$ cat src/rtl/otn_rx_deframer.sv
// otn_rx_deframer: OTN receive FAS hunt, byte deserializer, checksum and serial ARQ ACK.
// Define OTN_RX_STATS_EN to add saturating good/bad frame counters.
module otn_rx_deframer #(
  parameter int FRAME_BYTES = 4164,
  parameter int SYNC_STAGES = 2,
  parameter logic [47:0] FAS_PATTERN = 48'h28_28_28_F6_F6_F6
) (
  input  logic        i_clk,
  input  logic        i_rst,
  input  logic        i_otn_rx_data,
  input  logic        i_arq_en,
  output logic        o_otn_tx_ack,
  output logic [7:0]  o_frame_data,
  output logic        o_frame_data_valid,
  output logic        o_frame_sof,
  output logic        o_frame_eof,
  output logic        o_frame_ok,
`ifdef OTN_RX_STATS_EN
  output logic [15:0] o_good_cnt,
  output logic [15:0] o_bad_cnt,
`endif
  output logic        o_locked
);
  localparam logic [7:0] FAS_XOR = FAS_PATTERN[7:0] ^ FAS_PATTERN[15:8] ^ FAS_PATTERN[23:16] ^
                                   FAS_PATTERN[31:24] ^ FAS_PATTERN[39:32] ^ FAS_PATTERN[47:40];
  typedef enum logic [2:0] {HUNT, RECV, ACK_START, ACK_BIT, ACK_STOP} state_t;
  state_t state, state_nxt;
  logic [SYNC_STAGES-1:0] sync;
  logic [47:0] win_nxt, win;
  logic [6:0] shift;
  logic [7:0] byte_nxt, chk;
  logic [2:0] bit_cnt;
  logic [12:0] byte_cnt;
  logic rx_bit, fas_hit, byte_done, last_byte, frame_end, ok_nxt, ok_lat, sof_pending, ack_nxt;
  assign rx_bit    = sync[SYNC_STAGES-1];
  assign win_nxt   = {rx_bit, win[47:1]};
  assign fas_hit   = state == HUNT && win_nxt == FAS_PATTERN;
  assign byte_done = state == RECV && bit_cnt == 3'd7;
  assign last_byte = byte_cnt == 13'(FRAME_BYTES - 1);
  assign frame_end = byte_done && last_byte;
  assign byte_nxt  = {rx_bit, shift};
  assign ok_nxt    = (chk ^ byte_nxt) == 8'h00;
  assign o_locked  = state == RECV;
  always_ff @(posedge i_clk) state <= i_rst ? HUNT : state_nxt;
  always_comb begin
    state_nxt = state;
    case (state)
      HUNT:      state_nxt = fas_hit ? RECV : HUNT;
      RECV:      state_nxt = frame_end ? (i_arq_en ? ACK_START : HUNT) : RECV;
      ACK_START: state_nxt = ACK_BIT;
      ACK_BIT:   state_nxt = ACK_STOP;
      default:   state_nxt = HUNT;
    endcase
  end
  // ACK is registered, so it is derived from the state being entered.
  always_comb ack_nxt = !(state_nxt == ACK_START || state_nxt == ACK_STOP || (state_nxt == ACK_BIT && !ok_lat));
  always_ff @(posedge i_clk) begin
    if (i_rst) begin
      sync               <= '1;
      win                <= '0;
      shift              <= '0;
      bit_cnt            <= '0;
      byte_cnt           <= '0;
      chk                <= '0;
      sof_pending        <= 1'b0;
      ok_lat             <= 1'b0;
      o_frame_data       <= '0;
      o_frame_data_valid <= 1'b0;
      o_frame_sof        <= 1'b0;
      o_frame_eof        <= 1'b0;
      o_frame_ok         <= 1'b0;
      o_otn_tx_ack       <= 1'b1;
    end else begin
      sync               <= {sync[SYNC_STAGES-2:0], i_otn_rx_data};
      win                <= (state == HUNT && !fas_hit) ? win_nxt : '0;
      shift              <= state == RECV ? {rx_bit, shift[6:1]} : shift;
      bit_cnt            <= state == RECV ? bit_cnt + 3'd1 : 3'd0;
      o_frame_data_valid <= byte_done;
      o_frame_sof        <= byte_done && sof_pending;
      o_frame_eof        <= frame_end;
      o_frame_ok         <= frame_end && ok_nxt;
      o_otn_tx_ack       <= ack_nxt;
      if (fas_hit) begin
        byte_cnt    <= 13'd6;
        chk         <= FAS_XOR;
        sof_pending <= 1'b1;
      end
      if (byte_done) begin
        o_frame_data <= byte_nxt;
        chk          <= chk ^ byte_nxt;
        byte_cnt     <= byte_cnt + 13'd1;
        sof_pending  <= 1'b0;
      end
      if (frame_end) ok_lat <= ok_nxt;
    end
  end
`ifdef OTN_RX_STATS_EN
  always_ff @(posedge i_clk) begin
    if (i_rst) begin
      o_good_cnt <= '0;
      o_bad_cnt  <= '0;
    end else if (frame_end) begin
      o_good_cnt <= (ok_nxt && o_good_cnt != 16'hFFFF) ? o_good_cnt + 16'd1 : o_good_cnt;
      o_bad_cnt  <= (!ok_nxt && o_bad_cnt != 16'hFFFF) ? o_bad_cnt + 16'd1 : o_bad_cnt;
    end
  end
`endif
endmodule

$ cat config.mk
export PLATFORM = sky130hd
export DESIGN_NAME = otn_rx_deframer
export DESIGN_NICKNAME = d
export VERILOG_FILES = /design/src/rtl/otn_rx_deframer.sv
export SDC_FILE = /design/constraint.sdc
export NUM_CORES = 1
export LEC_CHECK = 0
export BUFFER_PORTS_ARGS = -buffer_cell sky130_fd_sc_hd__buf_2
export CAP_MARGIN = 20
export CORE_MARGIN = 2
export CORE_UTILIZATION = 60
export CTS_BUF_LIST = sky130_fd_sc_hd__clkbuf_2 sky130_fd_sc_hd__clkbuf_4 sky130_fd_sc_hd__clkbuf_8
export DETAILED_ROUTE_END_ITERATION = 16
export PLACE_DENSITY = 0.85
export SYNTH_ARGS = -nofsm -noshare
export SYNTH_HDL_FRONTEND = slang
export SYNTH_SLANG_ARGS = --single-unit
$ cat constraint.sdc
create_clock -name i_clk -period 2.6 [get_ports i_clk]
set_clock_uncertainty 0.05 [all_clocks]
set_input_delay 0.39 -clock i_clk [delete_from_list [all_inputs] [get_ports i_clk]]
set_output_delay 0.39 -clock i_clk [all_outputs]
set_load 0.01 [all_outputs]
==> impl_metrics.py, run 1 <==
metrics = {
    "routing": {
        "firstDrtPassIters": 4,
        "ant_nets": 0,
        "vias": 2968,
        "wl_um": 7740,
        "wl_per_cell_um": 16.0,
        "via_per_inst": 6.14,
        "drtIter0Drc": 231,
        "drc": 0,
    },
    "synth": {
        "yosysUniqueCellTypes": 56,
        "avgSynthCellArea_um2": 10.0,
        "synth_edf_count": 0,
        "async_reset_ff_share_pct": 0,
        "ys_warn_count": 0,
        "seq_area_frac_synth_pct": 50.4,
        "synth_flop_cell": "dfxtp_1",
        "syn_nets": 396,
        "ys_ff_latch": 98,
        "syn_inst": 389,
        "synthesis.area_um2": 3900,
    },
    "critical_path": {
        "path_delay_family": "simple AND/OR/NAND/NOR gates",
        "path_cells": "nor4b_1, nand4_1, or4_1, a311o_1",
        "cpMaxStageDelayCell": "or4_1",
        "timing.rr.start": "win[34]$_SDFF_PP0_",
        "worstPathRequired_ns": 2.82,
        "max_stage_delay_ns": 0.81,
        "criticalPathCategory": "reg -> reg",
        "critical_path.max_fanout": 8,
        "cp.arrival_ns": 2.57,
        "cp-start-kind": "register",
        "critPathBufInv": 0,
        "cp-end-kind": "register",
        "startpoint": "win[34]$_SDFF_PP0_",
    },
    "finish": {
        "drive_above_1_share_pct": 13.3,
        "regArea_um2": 1960,
        "diodes": 0,
        "finalNonFillerCells": 483,
        "multiInputGateArea_um2": 1810,
        "n_fill_cell": 512,
        "fin_nets": 408,
        "syn_to_final_growth_pct": 8.77,
        "fin_area_um2": 4240,
    },
    "cts": {
        "cts_tree": "built",
        "h-tree-depth": 3,
        "holdBufCountCts": 0,
        "cts_root_buf": "clkbuf_8",
        "clock_latency_ns": 0.38,
        "clock-sinks": 98,
        "clk_pin_slew_ns": 0.09,
        "cts-buffers-inserted": 9,
        "post-cts-setup-buffer-count": 0,
        "cts_buffer_depth": 2,
        "cts.repair.resized": 0,
    },
    "placed_design": {
        "placed_area_um2": 4060,
        "place.gp.congestion": 0.802,
        "port_buffers": 17,
        "hpwl_um": 5020,
        "dp_cells": 467,
    },
    "die": {
        "ios": 18,
        "die_y_um": 84.6,
        "die_x_um": 84.6,
        "die_area_um2": 7150,
        "rows": 29,
        "start_util_pct": 61.7,
        "core_um2": 6310,
    },
    "global_route": {
        "grt_overflow_total": 0,
        "antenna_found_initial": 0,
        "grt.total_usage_pct": 22.9,
        "grt_pass1_wl_um": 13200,
        "first_global_vias": 2834,
        "grt_max_degree": 48,
    },
    "sta": {
        "slew_violations": 0,
        "fin_crit_ns": 2.34,
        "worst_slew_pin_slew_ns": 0.512,
        "max_freq_mhz": 427,
        "setup_viol": 0,
        "fin_crit_sh_pct": 90.2,
        "slew_headroom_pct": 65.4,
        "hold_violations": 0,
        "rsz0062_at_grt": "no",
        "setup-tns-final_ns": 0,
    },
    "pwr": {
        "p_per_area_nw_per_um2": 576,
        "vdd_drop_max_mv": 0.386,
        "leakagePower_nw": 1.55,
    },
    "worst_hold_path": {
        "hp-class": "in -> reg",
        "hold_start": "i_otn_rx_data",
    },
    "outcome": {
        "status": "finished, final reports clean",
    },
    "flow_run": {
        "maxCapViolCount": 0,
    },
}
-- sequential cells by signal, summed over array words and instances, names as in the netlist, 2 cells and up --
name,cells
chk,8
win,47
bit_cnt,3
shift,7
sync,2
byte_cnt,13
state,3
o_frame_data,8
-- routing by layer --
| metal | vias to the layer above | track usage, % | routed length (µm) | part of all wire, % |
|---|---|---|---|---|
| met1 | 1440 | 28.6 | 3400 | 44 |
| met5 | - | 0 | 0 | 0 |
| met3 | 11 | 5.51 | 291 | 3.8 |
| li1 | 1465 | - | - | - |
| met2 | 52 | 38.4 | 3930 | 51 |
| met4 | 0 | 8.66 | 120 | 1.5 |
-- report_power, final --
part | total [mW] | internal [mW] | switching, mW | leakage, nW
Combinational | 0.0430 | 0.0124 | 0.0307 | 0.673
Clock | 0.888 | 0.360 | 0.528 | 0.0861
Sequential | 1.51 | 1.50 | 0.00321 | 0.790
Total | 2.44 | 1.88 | 0.562 | 1.55
-- through the flow --
| stage | power [mW] | hold slack (ns) | setup WS [ns] | util (%) |
|---|---|---|---|---|
| 6_report | 2.44 | 0.152 | 0.256 | 67.1 |
| 5_1_grt | 2.52 | 0.150 | 0.164 | 67.1 |
| 4_1_cts | 2.45 | 0.148 | 0.242 | 67.1 |
| 3_5_place_dp | 1.59 | 0.365 | 0.255 | 64.4 |
| 3_3_place_gp | 1.58 | 0.358 | 0.332 | 64.4 |
| 2_1_floorplan | 1.57 | 0.339 | 0.577 | - |
-- final cells by class --
class | count | share of cell area (%)
sequential | 98 | 46.3
multi-input combinational | 260 | 42.7
timing repair buffer | 28 | 4.25
clock buffer | 10 | 3.10
tap | 77 | 2.27
clock inverter | 6 | 1.00
inverter | 4 | 0.354
-- path summary, 6_finish.rpt --
path                               endpoint  slack, ns  cells past startpoint
setup / recovery  byte_cnt[11]$_SDFFE_PP0P_       0.26                      4
hold / removal           sync[0]$_SDFF_PP1_       0.15                      2
setup reg to reg  byte_cnt[11]$_SDFFE_PP0P_       0.26                      4
hold reg to reg       bit_cnt[0]$_SDFF_PP0_       0.38                      1
-- cells by family (layout without fill, tap and decap cells) --
group	Yosys count	count (layout)	share of synthesized area, %
mux	8	8	2.06
xor+xnor	8	8	1.80
simple gates	192	192	31.5
flops	98	98	50.4
fa+ha+maj	3	3	0.963
compound gates	49	49	9.60
buf+inv	31	48	3.72
-- layout by cell type (no fill, tap or decap), types with 4 or more instances in the layout --
cell type	synthesis	final
a21oi_1	10	10
and4b_1	4	4
buf_4	1	10
o311ai_0	4	4
mux2i_1	8	8
dfxtp_1	98	98
o21ai_0	7	7
nor3_1	14	14
and3_1	12	12
nand2_1	25	25
nor4b_1	8	8
nand4_1	15	15
nand2b_1	7	7
nor2_1	16	16
nor4_1	4	4
xnor2_1	7	7
and2_1	6	6
clkbuf_8	0	9
nor3b_1	48	48
o31a_1	4	4
nand3_1	6	6
buf_2	2	17
inv_1	4	4
or4_1	4	4
-- synthesized netlist by cell type (4+ instances only) --
master | n | area share [%]
inv_1 | 4 | 0.39
and2_1 | 6 | 0.96
a21oi_1 | 10 | 1.3
and4b_1 | 4 | 1.0
o311ai_0 | 4 | 0.90
clkbuf_1 | 20 | 1.9
dfxtp_1 | 98 | 50
xnor2_1 | 7 | 1.6
nor4_1 | 4 | 0.64
nor3b_1 | 48 | 9.2
nand2b_1 | 7 | 1.1
nor4b_1 | 8 | 1.8
mux2i_1 | 8 | 2.1
o21ai_0 | 7 | 0.90
nand2_1 | 25 | 2.4
or4_1 | 4 | 0.77
o31a_1 | 4 | 0.90
nor2_1 | 16 | 1.5
nor4bb_1 | 4 | 1.0
nand4_1 | 15 | 2.4
and3_1 | 12 | 1.9
nor3_1 | 14 | 1.8
nand3_1 | 6 | 0.77
Note: power is estimated with default switching activity, not from simulation.
==> run 2: changes to the inputs <==
CORE_UTILIZATION = 45   (was 60)
PLACE_DENSITY = 0.68   (was 0.85)
==> run 2 against run 1 <==
Effect of this change:
- first-iteration DRC count is 54% lower
- cell count grew 6.2%
- setup slack got worse by 0.0033 ns
- via count shrank 0.74%
- register-to-register slack is essentially flat
- highest routed layer unchanged
==> impl_metrics.py, run 2 (synthesis gave the netlist of run 1 again) <==
metrics = {
    "outcome": {
        "status": "finished, final reports clean",
    },
    "routing": {
        "vias": 2946,
        "via_per_inst": 5.74,
        "firstDrtPassIters": 4,
        "wl_um": 7790,
        "drtIter0Drc": 106,
        "wl_per_cell_um": 15.2,
        "drc": 0,
        "ant_nets": 0,
    },
    "critical_path": {
        "criticalPathCategory": "reg -> reg",
        "max_stage_delay_ns": 0.57,
        "path_delay_family": "simple AND/OR/NAND/NOR gates",
        "cp-end-kind": "register",
        "cp-start-kind": "register",
        "path_cells": "or4b_1, or4_1, nor3_4, buf_12, nor3b_1",
        "worstPathRequired_ns": 2.78,
        "cp.arrival_ns": 2.53,
        "critPathBufInv": 1,
        "critical_path.max_fanout": 41,
        "cpMaxStageDelayCell": "or4_1",
    },
    "sta": {
        "setup-tns-final_ns": 0,
        "slew_violations": 0,
        "slew_headroom_pct": 64.2,
        "max_freq_mhz": 426,
        "holdWs_ns": 0.199,
        "fin_crit_sh_pct": 90.3,
        "rsz0062_at_grt": "no",
        "worst_slew_pin_slew_ns": 0.530,
        "setup_viol": 0,
        "fin_crit_ns": 2.35,
        "hold_violations": 0,
    },
    "finish": {
        "regArea_um2": 1960,
        "final_util_pct": 52.0,
        "syn_to_final_growth_pct": 10.9,
        "regMostFlops": "win",
        "fin_nets": 411,
        "multiInputGateArea_um2": 1810,
        "mostFrequentLayoutCells": "dfxtp_1, nor3b_1, nand2_1, buf_2, nor2_1",
        "diodes": 0,
        "largest_reg_flops": 47,
        "n_fill_cell": 774,
        "top_regs": "win: 47 flops, byte_cnt: 13 flops",
        "drive_above_1_share_pct": 13.7,
        "finalNonFillerCells": 513,
        "mostFrequentLayoutCell": "dfxtp_1",
    },
    "die": {
        "die_x_um": 97.1,
        "die_y_um": 97.1,
        "start_util_pct": 46.9,
        "rows": 33,
        "core_um2": 8300,
        "ios": 18,
        "die_area_um2": 9420,
    },
    "placed_design": {
        "dp_cells": 498,
        "place.gp.congestion": 0.813,
        "port_buffers": 17,
        "hpwl_um": 5160,
    },
    "pwr": {
        "leakagePower_nw": 1.58,
        "p_per_area_nw_per_um2": 588,
        "p_total_mw": 2.54,
        "vdd_drop_max_mv": 0.427,
    },
    "global_route": {
        "grtUsageMet3_pct": 4.03,
        "first_global_vias": 2828,
        "top_usage_layer": "met2",
        "grt_max_degree": 48,
        "grt_overflow_total": 0,
        "grt.total_usage_pct": 17.2,
        "grt_util_met2_pct": 29.2,
        "use_met1_pct": 21.4,
        "grt_pass1_wl_um": 13300,
        "antenna_found_initial": 0,
    },
    "cts": {
        "clk_pin_slew_ns": 0.09,
        "cts_root_buf": "clkbuf_8",
        "post-cts-setup-buffer-count": 0,
        "cts.repair.resized": 0,
        "cts_tree": "built",
        "holdBufCountCts": 0,
        "clock_latency_ns": 0.36,
        "cts-buffers-inserted": 9,
        "h-tree-depth": 3,
        "clock-sinks": 98,
        "cts_buffer_depth": 2,
    },
    "flow_run": {
        "maxCapViolCount": 0,
    },
    "worst_hold_path": {
        "hp-class": "in -> reg",
    },
}
## run 2: final cells by class
class,instances,share of cell area [%]
sequential,98,45.4
multi-input combinational,260,41.9
timing repair buffer,31,4.69
clock buffer,11,3.36
tap,105,3.04
clock inverter,4,1.22
inverter,4,0.348
## run 2: worst paths after layout
kind	from	to	slack, ns	depth (start not counted)
max reg2reg	sync[1]$_SDFF_PP1_	win[33]$_SDFF_PP0_	0.25	5
min reg2reg	sync[0]$_SDFF_PP1_	sync[1]$_SDFF_PP1_	0.37	1
min	i_otn_rx_data	sync[0]$_SDFF_PP1_	0.20	2
max	sync[1]$_SDFF_PP1_	win[33]$_SDFF_PP0_	0.25	5
## run 2: per-layer routing
metal,vias to the layer above,part of all wire (%)
li1,1472,-
met1,1430,46
met2,37,50
met3,7,2.9
met4,0,1.0
met5,-,0
## run 2: power by group
group	switching, mW	internal, mW
Clock	0.508	0.479
Sequential	0.00288	1.50
Combinational	0.0319	0.0134
Total	0.543	2.00
## run 2: worst reg2reg max path, delay by kind of cell (launching register included)
| family | cells | cell delay [ns] |
|---|---|---|
| buffers and inverters | 1 | 0.26 |
| DFF | 1 | 0.38 |
| and+or+nand+nor | 4 | 1.53 |
## run 2: stage by stage
| stage | worst slack [ns] | cell area (µm²) |
|---|---|---|
| floorplan | 0.577 | 3900 |
| global placement | 0.326 | 4120 |
| detailed placement | 0.295 | 4120 |
| CTS | 0.279 | 4320 |
| global route | 0.158 | 4320 |
| finish | 0.252 | 4320 |
==> run 3: changes to the inputs <==
CORE_ASPECT_RATIO = 0.5   (was not set)
==> run 3 against run 2 <==
Effect of this change:
- critical path depth decreased by 1
- wire length about the same
- die area grew 0.48%
- global-route usage is 0.57 points higher
- cell count increased by 1.2%
- first-iteration DRC count grew to 3.0 times the previous value
- register-to-register slack better by 0.12 ns
- count of clock-buffer cells in the layout did not move
- flip-flop and latch count did not move
- power rose by 3.5%
- critical path type unchanged
- largest power group unchanged
- highest routed layer unchanged
==> impl_metrics.py, run 3 (synthesis gave the netlist of run 1 again) <==
metrics = {
    "finish": {
        "diodes": 0,
        "syn_to_final_growth_pct": 11.5,
        "fin_nets": 410,
        "drive_above_1_share_pct": 13.5,
        "top_regs": "win: 47 flops, byte_cnt: 13 flops",
        "mostFrequentLayoutCells": "dfxtp_1, nor3b_1, nand2_1, buf_2, nor2_1",
        "mostFrequentLayoutCell": "dfxtp_1",
        "largest_reg_flops": 47,
        "regMostFlops": "win",
    },
    "worst_hold_path": {
        "hp-class": "in -> reg",
    },
    "sta": {
        "slew_headroom_pct": 51.4,
        "slew_violations": 0,
        "max_freq_mhz": 450,
        "fin_crit_ns": 2.22,
        "hold_violations": 0,
        "setup_viol": 0,
        "setup-tns-final_ns": 0,
        "fin_crit_sh_pct": 85.5,
        "rsz0062_at_grt": "no",
        "worst_slew_pin_slew_ns": 0.718,
    },
    "die": {
        "die_y_um": 69.8,
        "start_util_pct": 47.5,
        "die_area_um2": 9460,
        "rows": 23,
        "ios": 18,
        "core_um2": 8200,
        "die_x_um": 136,
    },
    "global_route": {
        "grt.total_usage_pct": 17.7,
        "first_global_vias": 2821,
        "grt_overflow_total": 0,
        "grt_max_degree": 48,
        "antenna_found_initial": 0,
        "grt_pass1_wl_um": 13300,
    },
    "cts": {
        "clock_latency_ns": 0.36,
        "cts_root_buf": "clkbuf_8",
        "cts_tree": "built",
        "post-cts-setup-buffer-count": 0,
        "cts_buffer_depth": 2,
        "h-tree-depth": 3,
        "cts.repair.resized": 0,
        "holdBufCountCts": 0,
        "cts-buffers-inserted": 9,
        "clk_pin_slew_ns": 0.09,
        "clock-sinks": 98,
    },
    "critical_path": {
        "criticalPathCategory": "reg -> reg",
        "startpoint": "sync[1]$_SDFF_PP1_",
        "critical_path.max_fanout": 8,
        "max_stage_delay_ns": 0.61,
        "path_delay_family": "simple AND/OR/NAND/NOR gates",
        "cp-end-kind": "register",
        "cp-endpoint": "byte_cnt[11]$_SDFFE_PP0P_",
        "cp.arrival_ns": 2.43,
        "cp.depth": 4,
        "cpMostUsedCell": "or4_1",
        "worstPathRequired_ns": 2.81,
        "reg2regPathDepth": 4,
        "cpMaxStageDelayCell": "or4_1",
        "cp-start-kind": "register",
        "critPathBufInv": 0,
        "rrSetupSlack_ns": 0.38,
        "r2r_end": "byte_cnt[11]$_SDFFE_PP0P_",
        "path_cells": "nand4bb_1, or4_1, or4_1, a311o_1",
        "timing.rr.start": "sync[1]$_SDFF_PP1_",
    },
    "flow_run": {
        "maxCapViolCount": 0,
    },
    "pwr": {
        "leakagePower_nw": 1.58,
        "switching_share_pct": 20.4,
        "clkPwrFrac_pct": 41.0,
        "seqPwrFrac_pct": 57.4,
        "p_total_mw": 2.63,
        "switching_power_mw": 0.535,
        "p_int_mw": 2.09,
        "vdd_drop_max_mv": 0.277,
        "comb_power_share_pct": 1.6,
        "p_per_area_nw_per_um2": 605,
    },
    "routing": {
        "vias": 2951,
        "via_per_inst": 5.69,
        "drtIter0Drc": 313,
        "drc": 0,
        "wl_um": 7790,
        "ant_nets": 0,
        "firstDrtPassIters": 4,
        "wl_per_cell_um": 15.0,
    },
    "placed_design": {
        "hpwl_um": 5240,
        "place.gp.congestion": 0.817,
        "port_buffers": 17,
    },
    "outcome": {
        "status": "finished, final reports clean",
    },
}
==> run 3: changes by cell type in the layout (fill, tap and decap cells not counted), sizes merged <==
cell	previous run	this run
clkinv	3	1
buf	31	30
bufinv	1	2
clkinvlp	0	1
==> run 3: layer usage <==
layer,track usage [%],share of wire [%]
met3,5.70,5.1
met5,0,0
met2,27.7,45
met1,23.5,49
met4,5.32,0.87
==> run 3: cell type report <==
cell class	instances	area [µm²]
Clock inverter	4	76.3
Clock buffer	11	145
Timing Repair Buffer	30	195
Inverter	4	15.0
Multi-Input combinational cell	260	1810
Tap cell	112	140
Sequential cell	98	1960
Fill cell	723	3860
==> run 3: power groups by stage <==
stage                     combinational [mW]  sequential, mW  clock, mW
after global routing                  0.0471            1.51       1.16
final                                 0.0431            1.51       1.08
after CTS                             0.0436            1.51       1.11
after floorplan                       0.0306            1.54          0
after detailed placement              0.0432            1.54          0
after global placement                0.0420            1.54          0
==> run 3: metrics by stage <==
stage          setup WS (ns)  std cells  utilization (%)  area (µm²)  hold slack, ns
5_1_grt                0.266        519             53.0        4340           0.141
4_1_cts                0.376        519             53.0        4340           0.133
3_5_place_dp           0.390        504             50.3        4120           0.359
3_3_place_gp           0.408        504             50.3        4120           0.359
6_report               0.377        519             53.0        4340           0.152
2_1_floorplan          0.577        389                -        3900           0.339
==> run 3: how the worst min path moves through the flow <==
stage,from,endpoint,slack [ns],cells past startpoint
2_1_floorplan,sync[0]$_SDFF_PP1_,sync[1]$_SDFF_PP1_,0.34,1
3_3_place_gp,bit_cnt[0]$_SDFF_PP0_,bit_cnt[0]$_SDFF_PP0_,0.36,1
3_5_place_dp,sync[0]$_SDFF_PP1_,sync[1]$_SDFF_PP1_,0.36,1
4_1_cts,i_otn_rx_data,sync[0]$_SDFF_PP1_,0.13,2
5_1_grt,i_otn_rx_data,sync[0]$_SDFF_PP1_,0.14,2
6_report,i_otn_rx_data,sync[0]$_SDFF_PP1_,0.15,2
